[config.mk]
export PLATFORM = sky130hd
export DESIGN_NAME = fetch_dreg
export DESIGN_NICKNAME = d
export VERILOG_FILES = /design/src/rtl/fetch_dreg.sv
export SDC_FILE = /design/constraint.sdc
export NUM_CORES = 1
export LEC_CHECK = 0
export BUFFER_PORTS_ARGS = -buffer_cell sky130_fd_sc_hd__buf_2
export CAP_MARGIN = 10
export CORE_AREA = 2 2 153 215
export CTS_BUF_LIST = sky130_fd_sc_hd__clkbuf_16
export DETAILED_ROUTE_END_ITERATION = 12
export DIE_AREA = 0 0 155 217
export GPL_TIMING_DRIVEN = 0
export PLACE_DENSITY_LB_ADDON = 0.08
export SLEW_MARGIN = 15
export SYNTH_ARGS = -nofsm -noshare
export SYNTH_HDL_FRONTEND = slang
export SYNTH_SLANG_ARGS = --single-unit
export TNS_END_PERCENT = 1
[constraint.sdc]
create_clock -name clk -period 3.25 [get_ports clk]
set_input_delay 0.1625 -clock clk [delete_from_list [all_inputs] [get_ports clk]]
set_output_delay 0.1625 -clock clk [all_outputs]
set_load 0.01 [all_outputs]
[src/rtl/fetch_dreg.sv]
// Fetch-stage decode feeding the F (predicted PC) and D pipeline registers; IMEM_BOUNDS_EN enables fetch-address range checks.
// Latency: one cycle from nPC/imem_bytes to the D outputs; imem_addr is a combinational copy of nPC.
// Backpressure: F_stall holds FpredPC, D_stall holds D (D_bubble wins); a fetched HLT/INS/ADR halts fetch until reset.
module fetch_dreg #(
    parameter int IMEM_SIZE = 1024
) (
    input  logic        clk,
    input  logic        rst_n,
    input  logic [63:0] nPC,
    output logic [63:0] imem_addr,
    input  logic [79:0] imem_bytes,
    input  logic        F_stall,
    input  logic        D_stall,
    input  logic        D_bubble,
    output logic [63:0] FpredPC,
    output logic        f_halted,
    output logic [3:0]  D_stat,
    output logic [3:0]  D_icode,
    output logic [3:0]  D_ifun,
    output logic [3:0]  D_rA,
    output logic [3:0]  D_rB,
    output logic [63:0] D_valC,
    output logic [63:0] D_valP
);
    localparam logic [3:0] STAT_AOK = 4'd1;
    localparam logic [3:0] STAT_HLT = 4'd2;
    localparam logic [3:0] STAT_ADR = 4'd3;
    localparam logic [3:0] STAT_INS = 4'd4;
    localparam logic [3:0] IC_HALT  = 4'h0;
    localparam logic [3:0] IC_NOP   = 4'h1;
    localparam logic [3:0] IC_JXX   = 4'h7;
    localparam logic [3:0] IC_CALL  = 4'h8;
    localparam logic [3:0] IC_MAX   = 4'hB;
    localparam logic [3:0] REG_NONE = 4'hF;

    logic [3:0]  raw_icode, raw_ifun, ilen;
    logic        need_regids, need_valc, adr, f_stop;
    logic [63:0] raw_valc, raw_valp;
    logic [3:0]  f_stat, f_icode, f_ifun, f_ra, f_rb;
    logic [63:0] f_valc, f_valp, f_pred;

    assign imem_addr = nPC;
    assign raw_icode = imem_bytes[7:4];
    assign raw_ifun  = imem_bytes[3:0];

    always_comb begin
        need_regids = 1'b0;
        need_valc   = 1'b0;
        case (raw_icode)
            4'h2, 4'h6, 4'hA, 4'hB: need_regids = 1'b1;
            4'h3, 4'h4, 4'h5: begin
                need_regids = 1'b1;
                need_valc   = 1'b1;
            end
            4'h7, 4'h8: need_valc = 1'b1;
            default: ;
        endcase
    end

    assign ilen     = 4'd1 + {3'd0, need_regids} + {need_valc, 3'b000};
    assign raw_valc = need_valc ? (need_regids ? imem_bytes[79:16] : imem_bytes[71:8]) : 64'd0;
    assign raw_valp = nPC + {60'd0, ilen};

`ifdef IMEM_BOUNDS_EN
    localparam logic [64:0] IMEM_LIM = 65'(IMEM_SIZE);
    // 65-bit sum so a PC near 2^64 cannot wrap back into the legal range.
    assign adr = ({1'b0, nPC} + {61'd0, ilen}) > IMEM_LIM;
`else
    logic unused_imem_size;
    assign unused_imem_size = (IMEM_SIZE != 0);
    assign adr = 1'b0;
`endif

    always_comb begin
        f_stat  = STAT_AOK;
        f_icode = raw_icode;
        f_ifun  = raw_ifun;
        f_ra    = need_regids ? imem_bytes[15:12] : REG_NONE;
        f_rb    = need_regids ? imem_bytes[11:8]  : REG_NONE;
        f_valc  = raw_valc;
        f_valp  = raw_valp;
        if (adr || raw_icode > IC_MAX) begin
            f_stat  = adr ? STAT_ADR : STAT_INS;
            f_icode = IC_NOP;
            f_ifun  = 4'd0;
            f_ra    = REG_NONE;
            f_rb    = REG_NONE;
            f_valc  = 64'd0;
            f_valp  = adr ? nPC : nPC + 64'd1;
        end else if (raw_icode == IC_HALT) begin
            f_stat = STAT_HLT;
        end
    end

    assign f_pred = (f_icode == IC_JXX || f_icode == IC_CALL) ? f_valc : f_valp;
    assign f_stop = (f_stat != STAT_AOK);

    always_ff @(posedge clk or negedge rst_n) begin
        if (!rst_n) begin
            FpredPC  <= 64'd0;
            f_halted <= 1'b0;
        end else if (!F_stall && !f_halted) begin
            FpredPC <= f_pred;
            if (f_stop) f_halted <= 1'b1;
        end
    end

    // Once halted nothing fetched may enter D; it drains to bubbles unless D is stalled.
    always_ff @(posedge clk or negedge rst_n) begin
        if (!rst_n) begin
            D_stat  <= STAT_AOK;
            D_icode <= IC_NOP;
            D_ifun  <= 4'd0;
            D_rA    <= REG_NONE;
            D_rB    <= REG_NONE;
            D_valC  <= 64'd0;
            D_valP  <= 64'd0;
        end else if (D_bubble || (!D_stall && f_halted)) begin
            D_stat  <= STAT_AOK;
            D_icode <= IC_NOP;
            D_ifun  <= 4'd0;
            D_rA    <= REG_NONE;
            D_rB    <= REG_NONE;
            D_valC  <= 64'd0;
            D_valP  <= 64'd0;
        end else if (!D_stall) begin
            D_stat  <= f_stat;
            D_icode <= f_icode;
            D_ifun  <= f_ifun;
            D_rA    <= f_ra;
            D_rB    <= f_rb;
            D_valC  <= f_valc;
            D_valP  <= f_valp;
        end
    end
endmodule

==> results by group, run 1 <==
Layout
  – Design area: 14700 sq um
  – P&R area growth vs syn: 34.4%
  – Final Non-Filler Cells: 2038
  – Finished Core Util: 0.462
  – Ant. Diodes: 0
  – Share of layout cells above drive strength 1: 0.346
  – Nets: around 1800

Worst setup path
  – Crit-path max FO: 10
  – Worst endpoint data arrival time: roughly 3.5 ns
  – Worst R2R Path Depth: 5
  – Crit end category: flip-flop
  – Crit start category: input pin
  – Critical path required time: around 3.6 ns
  – Critical path class: input pin to flip-flop

Routing
  – WL/cell: 24.6 um
  – First drt pass iteration count: 5
  – Vias per cell: roughly 5.4
  – Final ANT Viol Nets: 0
  – Via count: roughly 11000
  – DRC: 0
  – Wl on met1: ~19 mm
  – Max Used Layer: met5
  – Routed WL: roughly 50 mm
  – Initial DRC count: roughly 640
  – Metal3 WL: 2.86 mm
  – Met2 wire length: 25.2 mm

STA
  – Max Clk Rate: roughly 320 MHz
  – Fin worst setup slack: approximately 0.17 ns
  – Final setup fails: 0
  – Tightest Pin Transition: roughly 0.84 ns
  – Final worst-path cycle share: 0.947
  – Max Slew Vio Count: 0
  – RSZ-0062 raised after global routing: no
  – Final Hold Vio Count: 0
  – Slew margin rel.: 0.439
  – Minimum clock period: approximately 3.1 ns
  – Worst clock skew: about 0.016 ns

Clock network
  – Clock slew at reported path FFs: ~0.060 ns
  – Inserted Clock Buffers: 24
  – CTS Root Cell: clkbuf_16
  – Clock Latency Late Sink: 0.53 ns
  – Max Root-Sink Buffers: 3
  – # H-tree levels: 1
  – CTS tree: done
  – Clock sinks: about 210

Logic synthesis
  – Synth warnings: 0
  – Main flop type after synthesis: dfrtp_1
  – Asr flop ratio synth: 1.00
  – Post-Syn Instances: 1140
  – Synth area leaders: dfrtp_1 46%, mux2i_1 5.9%, o21ai_0 5.2%
  – Post-synth top cells: 202 x dfrtp_1, 151 x nand2_1, 114 x o21ai_0
  – Number of flops mapped to enable cells by yosys: 0
  – Register bit total from synthesis: between 200 and 250
  – Count leader, synth: dfrtp_1
  – Synth Cell Area: 11000 sq um
  – Post-synthesis sequential area ratio: 0.485
  – Post-synth top area share: 0.461
  – Count of cell types in the netlist: 57
  – Net Count, Synth: 1293
  – Largest area contributor in the synthesized netlist: dfrtp_1
  – Syn Area/Cell: 9.62 sq um

Worst hold path
  – Path type of the worst min-delay path: input pin to flip-flop
  – WHS Path Cells: 3

Status
  – Status: finished, final reports clean

Power and ir drop
  – PwrDens: roughly 500 nW/um^2
  – Worst IR Drop VDD: 0.000342 V
  – Lkg Pwr: roughly 7.5 nW

Floorplan
  – Die area: about 34000 sq um
  – Die X: roughly 160 um
  – Core Area: 31900 sq um
  – Boundary Pins: between 400 and 500
  – Die Y-Extent: about 220 um
  – Starting density of the core: 0.343
  – Rows: 78

Job
  – Max-cap violations: 0

Global routing
  – First-pass GRT wire length: slightly above 70 mm
  – Total gr overflow: 0
  – GRT Util Overall: 0.289
  – Vias in the first global route: between 10000 and 15000
  – Initial antenna violation count: 3
  – Largest net degree at the start of global routing: 91

Placed design
  – PortBufs: between 400 and 500
  – Dpl hpwl: a little under 40 mm
  – Placed cell areas: 13600 sq um
  – Pre-CTS setup slack: -1.64 ns
  – Placed Cells incl. Taps: just under 2000
  – Final Wtd Congestion: around 0.88
==> through the flow <==
stage | hold slack (ns) | total power [mW] | TNS, ns
after floorplan | -0.133 | 3.95 | 0
after global placement | 0.381 | 4.82 | -505.64
after detailed placement | 0.102 | 4.85 | -114.84
after CTS | 0.000243 | 7.39 | -0.742
after global routing | 0.0247 | 7.69 | 0
final | 0.0186 | 7.36 | 0
==> cell families (layout without fill, tap and decap cells) <==
group                    count (synthesis)  after routing  synth area share
multiplexers                            65             65            0.0594
AO/OA/AOI/OAI                          286            286             0.174
other                                    1              1          0.000342
buffers and inverters                  153            651            0.0768
adder cells (fa/ha/maj)                  4              4           0.00525
XOR/XNOR                                50             50            0.0399
flip-flops                             212            212             0.485
AND/OR/NAND/NOR                        369            369             0.160
==> worst max-delay path, stage by stage <==
cell	delay, ns
buf_2	0.13
nand2_1	0.12
a22oi_2	0.16
buf_4	0.18
buf_4	0.27
inv_1	0.16
ha_1	0.34
a211oi_2	0.48
nor3_4	0.16
nand3_4	0.22
buf_2	0.39
nor2_1	0.09
xnor2_1	0.40
o221ai_1	0.16
==> registers in the layout (all words and copies together) (netlist names) <==
name      flops
D_valP       64
D_stat        3
D_rA          4
f_halted      1
D_ifun        4
D_rB          4
D_valC       64
FpredPC      64
D_icode       4
==> layer usage <==
metal  up-vias  global-route usage
met3       110              0.0428
li1       4990                   -
met2       484               0.512
met5         -                   0
met1      5404               0.338
met4         6               0.148
==> power breakdown <==
group / internal [mW] / leakage [nW] / switching, mW
clock: 1.37 / 0.365 / 1.13
sequential: 2.96 / 2.82 / 0.203
combinational: 0.691 / 4.27 / 1.00
==> worst paths after layout <==
kind,from,to,slack [ns]
max in group asynchronous,rst_n,FpredPC[34],2.26
worst min-delay path,imem_bytes[64],D_valC[56],0.02
worst min register to register,D_valP[8],D_valP[8],0.48
worst max-delay path,imem_bytes[5],FpredPC[31],0.17
min in group asynchronous,rst_n,D_valP[63],0.13
worst max register to register,f_halted,D_rA[2],0.74
==> cell type report <==
cell class | count | area, sq um
plain buffers | 138 | 796
inverters | 14 | 52.6
flip-flops and latches | 212 | 5320
clock buffers | 25 | 626
well taps | 400 | 500
fillers | 3210 | 17200
multi-input cells | 775 | 4870
clock inverters | 16 | 65.1
repair buffers | 458 | 2510
==> layout by cell type (no fill, tap or decap), drive strengths merged, types with 2 or more instances in the layout <==
cell type and instances:
a21oi 27, buf 510, nand2b 5, or2 2
and4 3, clkinv 10, nor2 73, nand4 20
o221ai 12, and3 8, a22oi 22, nor3 43
a22o 62, ha 3, a31oi 7, xor2 11
clkbuf 81, nor2b 2, nor4 13, o211ai 2
or3 7, o21a 7, xnor2 39, mux2i 65
or4 5, nand2 152, dfstp 10, o21ai 115
nand3 32, dlygate4sd3 30, a32o 2, inv 20
o31ai 9, nor3b 2, o31a 2, dfrtp 202
a21o 5, o22a 9
==> what timing repair did <==
action                     in CTS  in global routing
hold buffers                   30                  0
pin swaps                       2                  1
gates cloned                    0                  0
hold endpoints to repair      139                  0
gates resized for setup         6                  7
buffers inserted                3                  2
setup endpoints to repair      97                 53
Note: power is estimated with default switching activity, not from simulation.
==> inputs of run 2 (changes only) <==
- ABC_AREA: default -> 1
- CORE_AREA: 2 2 153 215 -> 2 2 162 228
- DIE_AREA: 0 0 155 217 -> 0 0 164 230
==> run 2 against run 1 <==
Net effect: total power up 8.5%; final cell count up 35%; non-clock buffer count down 13; worst hold slack worse by 0.0093 ns; first-iteration DRC count up 63%; area after synthesis up 13%; sequential share of layout area down 3.0 points; via count up 24%; critical path type unchanged.
==> results by group, run 2 <==
Routing
  – Routed WL: around 60 mm
  – First drt pass iteration count: 6
  – DRC: 0
  – Via count: 13658
  – Final ANT Viol Nets: 0
  – Initial DRC count: 1038
  – WL/cell: 21.9 um
  – Vias per cell: 4.98

Layout
  – FF/Latch Area: between 5000 and 6000 sq um
  – Area occupied by multi-input gates: around 5700 sq um
  – Final Non-Filler Cells: between 2000 and 3000
  – Top Registers: D_valC: 64 flops, D_valP: 64 flops, FpredPC: 64 flops
  – Layout fillers: 3863
  – Share of layout cells above drive strength 1: 0.253
  – Commonest non-fill, non-tap cell in the layout: nand2_1
  – Most frequent cells in the layout: 757 x nand2_1, 450 x buf_2, 202 x dfrtp_1
  – P&R area growth vs syn: 30.1%
  – Nets: about 2400

Worst setup path
  – Crit end category: flip-flop
  – Internal reg-to-reg setup slack: a little over 0.6 ns
  – Slowest cell on the critical path: dlygate4sd3_1
  – Critical path required time: about 3.7 ns
  – Crit-path max FO: 19
  – CP most frequent cell: nand2_1
  – Critical path, cell by cell: buf_2 -> dlygate4sd3_1 -> nand2_1 -> o21ai_0 -> nor2_1 -> buf_4 -> ha_1 -> nand3_1 -> nand2_2 -> nand2_1 -> nor2_2 -> nand2_1 -> o21ai_1 -> nand3_1 -> nand2_1 -> nand2_1
  – Crit start category: input pin
  – Critical path class: input pin to flip-flop
  – Worst endpoint data arrival time: about 3.5 ns
  – CP max stage delay: around 0.56 ns

Logic synthesis
  – Largest area contributor in the synthesized netlist: dfrtp_1
  – Multiplexer area fraction after synthesis: 0
  – Main flop type after synthesis: dfrtp_1
  – Asr flop ratio synth: 1.00
  – Post-synthesis sequential area ratio: 0.430
  – Post-Syn Instances: roughly 1800
  – Count leader, synth: nand2_1
  – Post-synth top cells: 757 x nand2_1, 202 x dfrtp_1, 151 x inv_1
  – Syn Area/Cell: between 6 and 7 sq um
  – Post-synthesis xor/xnor area fraction: 0.0163
  – Adder-cell share of the synthesized area: 0.00465
  – Register bit total from synthesis: 212
  – Synth warnings: 0
  – Synth area leaders: dfrtp_1 41%, nand2_1 23%, o21ai_0 5.0%
  – Number of flops mapped to enable cells by yosys: 0
  – Post-synth top area share: 0.409
  – Synth Area in Simple Gates: 0.328
  – Synth Area in Compound Gates: 0.108
  – Net Count, Synth: a little under 2000
  – Largest family of logic cells by synthesized area: simple AND/OR/NAND/NOR gates
  – Synth Cell Area: between 10000 and 15000 sq um
  – Count of cell types in the netlist: 36

Clock network
  – Clock sinks: between 200 and 250
  – CTS tree: done
  – Clock slew at reported path FFs: 0.06 ns
  – Max Root-Sink Buffers: 3
  – Clock Latency Late Sink: approximately 0.54 ns
  – # H-tree levels: 1
  – CTS Root Cell: clkbuf_16
  – Inserted Clock Buffers: 24

Placed design
  – Placed Cells incl. Taps: 2681
  – PortBufs: roughly 420
  – Pre-CTS setup slack: -0.128 ns
  – Final Wtd Congestion: about 0.93
  – Dpl hpwl: between 50 and 60 mm

Job
  – Max-cap violations: 0

Power and ir drop
  – Gate power share: 0.238
  – Seq pwr share: 0.420
  – Switching pwr: between 2 and 3 mW
  – Tot Pwr: approximately 8.0 mW
  – Lkg Pwr: just under 9 nW
  – Internal power: between 5 and 6 mW
  – Clock share of power: 0.342
  – Sw frac: 0.339
  – PwrDens: just under 500 nW/um^2
  – Worst IR Drop VDD: ~0.00040 V

Floorplan
  – Core Area: ~36000 sq um
  – Die area: between 30000 and 40000 sq um
  – Die X: 164 um
  – Boundary Pins: between 400 and 500
  – Rows: 82
  – Starting density of the core: 0.347
  – Die Y-Extent: between 200 and 250 um

STA
  – Total negative slack: 0 ns
  – Fin worst setup slack: 0.222 ns
  – Tightest Pin Transition: 0.962 ns
  – RSZ-0062 raised after global routing: no
  – Max Slew Vio Count: 0
  – Minimum clock period: 3.03 ns
  – Worst clock skew: approximately 0.013 ns
  – Max Clk Rate: 330 MHz
  – Final worst-path cycle share: 0.932
  – Slew margin rel.: 0.359
  – Final hold slack: slightly above 0.009 ns
  – Final Hold Vio Count: 0
  – Final setup fails: 0

Global routing
  – First-pass GRT wire length: 86.9 mm
  – GRT Util Overall: 0.316
  – Total gr overflow: 0
  – Vias in the first global route: 13567
  – Initial antenna violation count: 1
  – Largest net degree at the start of global routing: 83

Worst hold path
  – Path type of the worst min-delay path: input pin to flip-flop

Status
  – Status: finished, final reports clean
## run 2: cell types whose count changed in the layout (fill, tap and decap cells not counted), moves of 51 or more
cell / previous run / this run
nand2_1: 151 / 757
inv_1: 20 / 160
nor2_1: 73 / 139
mux2i_1: 65 / 0
nand3_1: 30 / 92
a22o_1: 62 / 11
## run 2: repair_timing
action | CTS | global route
endpoints found under the setup margin | 0 | 22
buffers inserted | 0 | 0
hold buffers | 18 | 0
hold endpoints to repair | 72 | 0
gates resized for setup | 0 | 1
## run 2: layer usage
metal / part of all wire / global-route usage / up-vias / routed length (um)
li1: - / - / 6540 / -
met4: 0.043 / 0.126 / 0 / 2600
met5: 0 / 0 / - / 0
met1: 0.39 / 0.373 / 6527 / 23300
met3: 0.050 / 0.0285 / 101 / 2990
met2: 0.52 / 0.583 / 490 / 31300
## run 2: path summary, 6_finish.rpt
path / from / cells after the start / endpoint
setup / recovery: imem_bytes[7] / 16 / FpredPC[62]
hold / removal: nPC[63] / 5 / D_valP[63]
setup reg to reg: f_halted / 8 / D_valP[43]
hold reg to reg: D_valP[45] / 2 / D_valP[45]
max in group asynchronous: rst_n / 3 / D_valP[62]
min in group asynchronous: rst_n / 2 / D_valC[15]
## run 2: cell families (layout without fill, tap and decap cells)
group,Yosys count,in the layout
AND/OR/NAND/NOR,1026,1026
buffers and inverters,293,780
AO/OA/AOI/OAI,234,234
flip-flops,212,212
XOR/XNOR,23,23
adder cells (fa/ha/maj),4,4
other,1,2
## run 2: power by group through the flow
stage / clock network (mW) / logic [mW] / registers [mW]
after CTS: 2.77 / 1.92 / 3.35
final: 2.73 / 1.90 / 3.35
after global placement: 0 / 1.88 / 3.38
after floorplan: 0 / 0.718 / 3.44
after detailed placement: 0 / 1.89 / 3.39
after global routing: 2.89 / 2.09 / 3.38
## run 2: critical path, delay by kind of cell
| family | cells | cell delay, ns |
|---|---|---|
| buffers and inverters | 3 | 0.97 |
| adder cells (fa/ha/maj) | 1 | 0.25 |
| AND/OR/NAND/NOR | 10 | 1.71 |
| AO/OA/AOI/OAI | 2 | 0.34 |
## run 2: area by class of cell
cell class,count,area share
multi-input cells,1288,0.352
flip-flops and latches,212,0.331
repair buffers,444,0.147
plain buffers,139,0.0506
clock buffers,25,0.0389
well taps,462,0.0359
inverters,153,0.0357
clock inverters,19,0.00902
diodes,1,0.000156
## run 2: per-stage QoR
| step | util | instance area (sq um) |
|---|---|---|
| 2_1_floorplan | - | 12400 |
| 3_3_place_gp | 0.423 | 15100 |
| 3_5_place_dp | 0.425 | 15100 |
| 4_1_cts | 0.452 | 16100 |
| 5_1_grt | 0.452 | 16100 |
| 6_report | 0.452 | 16100 |
